### config.mk
export PLATFORM = sky130hd
export DESIGN_NAME = operand_loader_flat
export DESIGN_NICKNAME = d
export VERILOG_FILES = /design/src/rtl/operand_loader_pkg.sv /design/src/rtl/operand_loader_if.sv /design/src/rtl/operand_loader.sv /design/src/flat_wrapper.sv
export SDC_FILE = /design/constraint.sdc
export NUM_CORES = 1
export LEC_CHECK = 0
export BUFFER_PORTS_ARGS = -buffer_cell sky130_fd_sc_hd__buf_4
export CORE_MARGIN = 1
export CORE_UTILIZATION = 53
export CTS_CLUSTER_DIAMETER = 80
export DETAILED_ROUTE_END_ITERATION = 6
export GPL_ROUTABILITY_DRIVEN = 0
export GPL_TIMING_DRIVEN = 1
export PLACE_DENSITY = 0.8
export REMOVE_ABC_BUFFERS = 1
export SLEW_MARGIN = 40
export SYNTH_ARGS = -nofsm -noshare
export SYNTH_HDL_FRONTEND = slang
export SYNTH_SLANG_ARGS = --single-unit
export TNS_END_PERCENT = 1
### constraint.sdc
create_clock -name clk -period 2.05 [get_ports clk]
set_input_delay 0.3075 -clock clk [delete_from_list [all_inputs] [get_ports clk]]
set_output_delay 0.3075 -clock clk [all_outputs]
set_load 0.02 [all_outputs]
### src/rtl/operand_loader_pkg.sv
// Shared types for the operand loader: register-file write targets,
// load modes, sequencer states and the mode-to-target lookup.
package register_types;
    typedef enum logic [3:0] {
        NONE, M, V, OP0, OP0H, OP0L, OP1, OP1H, OP1L
    } name;
endpackage

package loader_types;
    import register_types::*;

    typedef enum logic [2:0] {
        LOAD_NONE, LOAD_M, LOAD_V, LOAD_OP0_BYTE,
        LOAD_OP0_WORD, LOAD_OP1_BYTE, LOAD_OP1_WORD, LOAD_OPS_WORD
    } load_mode;

    typedef enum logic [1:0] {IDLE, FETCH, PRESENT, FINISH} state_t;

    function automatic logic [2:0] byte_count(load_mode m);
        case (m)
            LOAD_NONE:                   return 3'd0;
            LOAD_OP0_WORD, LOAD_OP1_WORD: return 3'd2;
            LOAD_OPS_WORD:               return 3'd4;
            default:                     return 3'd1;
        endcase
    endfunction

    // Word operands are big-endian, so the high half is fetched first.
    function automatic name byte_target(load_mode m, logic [1:0] idx);
        case (m)
            LOAD_M:        return M;
            LOAD_V:        return V;
            LOAD_OP0_BYTE: return OP0;
            LOAD_OP1_BYTE: return OP1;
            LOAD_OP0_WORD: return idx[0] ? OP0L : OP0H;
            LOAD_OP1_WORD: return idx[0] ? OP1L : OP1H;
            LOAD_OPS_WORD: begin
                case (idx)
                    2'd0:    return OP0H;
                    2'd1:    return OP0L;
                    2'd2:    return OP1H;
                    default: return OP1L;
                endcase
            end
            default:       return NONE;
        endcase
    endfunction
endpackage

### src/rtl/operand_loader_if.sv
// Byte-wide memory read bus between the operand loader and memory.
interface operand_loader_if #(parameter int ADDR_W = 17);
    logic              req;
    logic [ADDR_W-1:0] addr;
    logic              ack;
    logic [7:0]        rdata;

    modport master (output req, addr, input ack, rdata);
    modport slave  (input req, addr, output ack, rdata);
endinterface

### src/rtl/operand_loader.sv
// Fetches 1-4 operand bytes from memory and presents each one for a single
// cycle to the register file, with done/error pulses and a fetch timeout.
module operand_loader
    import register_types::*;
    import loader_types::*;
#(
    parameter int ADDR_W  = 17,
    parameter int TIMEOUT = 15
) (
    input  logic              clk,
    input  logic              rst_n,
    input  logic              start,
    input  load_mode          mode,
    input  logic [ADDR_W-1:0] addr,
    operand_loader_if.master  mem,
    output name               mem_dest_select,
    output logic [7:0]        mem_dest,
    output logic              busy,
    output logic              done,
    output logic              error
);
    localparam int CNT_W = (TIMEOUT > 0) ? $clog2(TIMEOUT + 1) : 1;

    state_t            state;
    load_mode          mode_q;
    logic [2:0]        count_q;
    logic [1:0]        idx_q;
    logic [CNT_W-1:0]  wait_cnt;
    logic              req_q;
    logic [ADDR_W-1:0] addr_q;
    logic              timeout_hit;
    logic [1:0]        last_idx;

    assign mem.req     = req_q;
    assign mem.addr    = addr_q;
    assign last_idx    = 2'(count_q - 3'd1);
    assign timeout_hit = (TIMEOUT > 0) && (wait_cnt == CNT_W'(TIMEOUT - 1));

    always_ff @(posedge clk) begin
        if (!rst_n) begin
            state           <= IDLE;
            mode_q          <= LOAD_NONE;
            count_q         <= '0;
            idx_q           <= '0;
            wait_cnt        <= '0;
            req_q           <= 1'b0;
            addr_q          <= '0;
            mem_dest_select <= NONE;
            mem_dest        <= '0;
            busy            <= 1'b0;
            done            <= 1'b0;
            error           <= 1'b0;
        end else begin
            done  <= 1'b0;
            error <= 1'b0;
            case (state)
                IDLE: begin
                    busy            <= 1'b0;
                    mem_dest_select <= NONE;
                    // busy is still high for the cycle after a timeout abort
                    if (start && !busy) begin
                        mode_q   <= mode;
                        count_q  <= byte_count(mode);
                        idx_q    <= '0;
                        wait_cnt <= '0;
                        busy     <= 1'b1;
                        if (mode == LOAD_NONE) begin
                            done  <= 1'b1;
                            state <= FINISH;
                        end else begin
                            req_q  <= 1'b1;
                            addr_q <= addr;
                            state  <= FETCH;
                        end
                    end
                end
                FETCH: begin
                    if (mem.ack) begin
                        mem_dest        <= mem.rdata;
                        mem_dest_select <= byte_target(mode_q, idx_q);
                        done            <= (idx_q == last_idx);
                        req_q           <= 1'b0;
                        state           <= PRESENT;
                    end else if (timeout_hit) begin
                        req_q    <= 1'b0;
                        error    <= 1'b1;
                        wait_cnt <= '0;
                        state    <= IDLE;
                    end else begin
                        wait_cnt <= wait_cnt + 1'b1;
                    end
                end
                PRESENT: begin
                    mem_dest_select <= NONE;
                    if (done) begin
                        busy  <= 1'b0;
                        state <= IDLE;
                    end else begin
                        idx_q    <= idx_q + 1'b1;
                        addr_q   <= addr_q + ADDR_W'(1);
                        req_q    <= 1'b1;
                        wait_cnt <= '0;
                        state    <= FETCH;
                    end
                end
                FINISH: begin
                    busy  <= 1'b0;
                    state <= IDLE;
                end
                default: state <= IDLE;
            endcase
        end
    end
endmodule
### src/flat_wrapper.sv
// flat-port wrapper written by rule: the top's interface ports become plain ports
module operand_loader_flat import register_types::*; import loader_types::*;
#(
    parameter int ADDR_W  = 17,
    parameter int TIMEOUT = 15
)
  (clk, rst_n, start, mode, addr, mem_dest_select, mem_dest, busy, done, error, mem_req, mem_addr, mem_ack, mem_rdata);
  operand_loader_if #(.ADDR_W(ADDR_W)) mem_i ();
  input  logic clk;
  input  logic rst_n;
  input  logic start;
  input  load_mode mode;
  input  logic [ADDR_W-1:0] addr;
  output name mem_dest_select;
  output logic [7:0] mem_dest;
  output logic busy;
  output logic done;
  output logic error;
  output wire logic [$bits(mem_i.req)-1:0] mem_req;
  output wire logic [$bits(mem_i.addr)-1:0] mem_addr;
  input wire logic [$bits(mem_i.ack)-1:0] mem_ack;
  input wire logic [$bits(mem_i.rdata)-1:0] mem_rdata;
  assign mem_req = mem_i.req;
  assign mem_addr = mem_i.addr;
  assign mem_i.ack = mem_ack;
  assign mem_i.rdata = mem_rdata;
  operand_loader #(.ADDR_W(ADDR_W), .TIMEOUT(TIMEOUT)) u_core (.clk(clk), .rst_n(rst_n), .start(start), .mode(mode), .addr(addr), .mem(mem_i), .mem_dest_select(mem_dest_select), .mem_dest(mem_dest), .busy(busy), .done(done), .error(error));
endmodule
==> summary.md <==
| Metric | Value |
|---|---|
| # nets final | 412 |
| Top_reg_cell synth | dfxtp_1 |
| Fin. max-slew vios | 0 |
| Outcome | completed |
| Critical path class | reg2reg |
| Reg-to-Reg End | u_core.mem.addr[0] |
| Met2 WL | 3190 µm |
| Overflow after GRT | 0 |
| Most frequent cells in the layout | 82 x buf_4, 46 x dfxtp_1, 45 x nand2_1 |
| Crit. End Element | register |
| Placement Setup Slack | 147 ps |
| Placeable Area | 0.00441 mm² |
| Synthesized area | 0.00247 mm² |
| Die ar. | 0.00493 mm² |
| Final period util | 94.3% |
| Largest net degree at the start of global routing | 32 |
| Critical path fanouts, max | 9 |
| Filler instances | 361 |
| Synth cell types | 58 |
| Most common cell after layout, fill and taps aside | buf_4 |
| Drt first-iter violations | 174 |
| Fraction of layout cells with a size suffix above 1 | 27.4% |
| Pleak | 1.27 nW |
| Max incr delay on CP | 660 ps |
| DR DRC count | 0 |
| CP required | 2280 ps |
| Layout area overhead | 28.5% |
| CTS tree | built |
| Worst hold path type | in2reg |
| Die Y | 70.2 µm |
| Final Non-Filler Cells | 428 |
| Slew margin rel. | 67.2% |
| Worst-path clk slew | 90 ps |
| Crit path arrival time | 2160 ps |
| Ant diodes | 0 |
| FF-to-FF Start | u_core.state[1] |
| Clock root cell | clkbuf_8 |
| FF-to-FF path depth | 5 |
| Routed length on met3 | 396 µm |
| Setup tns final | 0 ps |
| Ys Warns | 0 |
| Pwr Total | 2.26 mW |
| Fmax | 0.517 GHz |
| Endpoint, Worst Hold | u_core.error |
| DR top layer | met4 |
| Detailed placement HPWL | 4700 µm |
| Worst hold slack | 194 ps |
| Drt first pass iters | 4 |
| Antenna violation net count after detailed routing | 0 |
| Min-delay src | mem_ack |
| Gr usage total | 27.3% |
| Final worst slack | 117 ps |
| Power density cells | 713 mW/mm² |
| Clock buffer depth | 2 |
| Via count | 2536 |
| Register area share after synthesis | 37.3% |
| Vias in the first global route | 2372 |
| CP startpoint kind | register |
| Number of synthesized flops with an enable pin | 0 |
| Peak VDD IR | 410 µV |
| DR vias/cell | 5.93 |
| RSZ-0062 raised after global routing | false |
| Syn avg cell area | 8.01 µm² |
| Routed WL | 6460 µm |
| R2r setup slk | 120 ps |
| Clk Latency, worst-skew pair | 310 ps |
| DP Area | 0.00305 mm² |
| Synth Instances | 308 |
| Slew @ Worst Pin | 490 ps |
| Inst Count DP | 420 |
| Port Buf Inserts | 64 |
| First-pass GRT wire length | 10800 µm |
| Max-Cap Viols | 0 |
| Clk_skew | 5.85 ps |
| FF+latch count, synth | 46 |
| Die Span X | 70.2 µm |
| Final Instance Area | 0.00317 mm² |
| M1 WL | 2810 µm |
| Routed len/inst | 15.1 µm |
| Setup Viol. Count Final | 0 |
| Critical path, cell by cell | or4b_1, o21ai_4, buf_4, a21oi_2, a311oi_2 |
| Rows | 24 |
| Final hold violations | 0 |
| Async set or reset register ratio after synthesis | 0% |
| I/O Pins | 65 |
| Starting Density | 55.9% |
| Min cycle time layout | 1930 ps |
| CTS Buf Count | 5 |
| # clock sinks | 46 |
| Post-CTS Hold Buffers | 0 |
| Final Core Density | 71.8% |
| CTS HTree Levels | 2 |
| Slowest CP cell | or4b_1 |
| Initial antenna violation count | 0 |
| Worst Hold Depth | 2 |
## layout make-up
type | count | area, µm² | share of cell area, %
Inverter | 7 | 26.3 | 0.829
Timing Repair Buffer | 82 | 616 | 19.4
Tap cell | 52 | 65.1 | 2.05
Sequential cell | 46 | 921 | 29.0
Multi-Input combinational cell | 233 | 1430 | 45.1
Clock buffer | 5 | 68.8 | 2.17
Clock inverter | 3 | 45.0 | 1.42
## report_power, final
part	switching [mW]	total (mW)	leakage, nW	internal [mW]
Combinational	0.296	0.541	0.848	0.245
Sequential	0.0683	1.02	0.375	0.956
Clock	0.334	0.697	0.0504	0.363
Total	0.698	2.26	1.27	1.56
## cell families after synthesis
family                   Yosys count  share of synthesized area (%)
multiplexers                       4                           1.67
flip-flops                        46                           37.3
AO/OA/AOI/OAI                     90                           25.3
adder cells (fa/ha/maj)            5                           2.54
buffers and inverters             29                           5.17
AND/OR/NAND/NOR                  132                           27.3
XOR/XNOR                           2                          0.710
## flip-flops by register name (all words and copies together) (netlist names)
| name | count |
|---|---|
| u_core.idx_q | 2 |
| u_core.count_q | 2 |
| u_core.busy | 1 |
| u_core.mem_dest_select | 4 |
| u_core.state | 2 |
| u_core.error | 1 |
| u_core.mem.addr | 17 |
| u_core.wait_cnt | 4 |
| u_core.mode_q | 3 |
| u_core.mem_dest | 8 |
| u_core.done | 1 |
| u_core.mem.req | 1 |
## layer usage
| metal | up-vias | global-route usage [%] |
|---|---|---|
| met5 | - | 0 |
| met4 | 0 | 8.22 |
| met3 | 6 | 5.19 |
| met2 | 90 | 47.2 |
| met1 | 1177 | 34.2 |
| li1 | 1263 | - |
## synthesized netlist by cell type (6+ instances only)
cell / n / share of area [%]
clkbuf_1: 15 / 2.3
nand2_1: 45 / 6.8
a21oi_1: 33 / 6.7
inv_1: 7 / 1.1
nor2_1: 15 / 2.3
nand2b_1: 6 / 1.5
nand4_1: 8 / 2.0
nand3_1: 19 / 3.9
o21ai_0: 11 / 2.2
nor3_1: 7 / 1.4
dfxtp_1: 46 / 37
## timing repair
action,in CTS,in global routing
endpoints found under the setup margin,0,1
endpoints found under the hold margin,0,0
setup buffers,0,0
resized for setup,0,2
## worst max path at each step
stage	startpoint	slack, ps	endpoint
5_1_grt	u_core.mem.addr[1]	60	u_core.mem.addr[14]
3_3_place_gp	start	180	u_core.mem.addr[1]
4_1_cts	u_core.state[1]	120	u_core.mem.addr[0]
3_5_place_dp	start	150	u_core.mem.addr[0]
2_1_floorplan	u_core.state[0]	100	u_core.mem.addr[11]
6_report	u_core.state[1]	120	u_core.mem.addr[0]
## worst max-delay path: cells and delay by family, from the launching register on
kind / cells / cell delay [ps]
compound gates: 3 / 640
simple gates: 1 / 660
flops: 1 / 330
buf+inv: 1 / 220
Note: power is estimated with default switching activity, not from simulation.
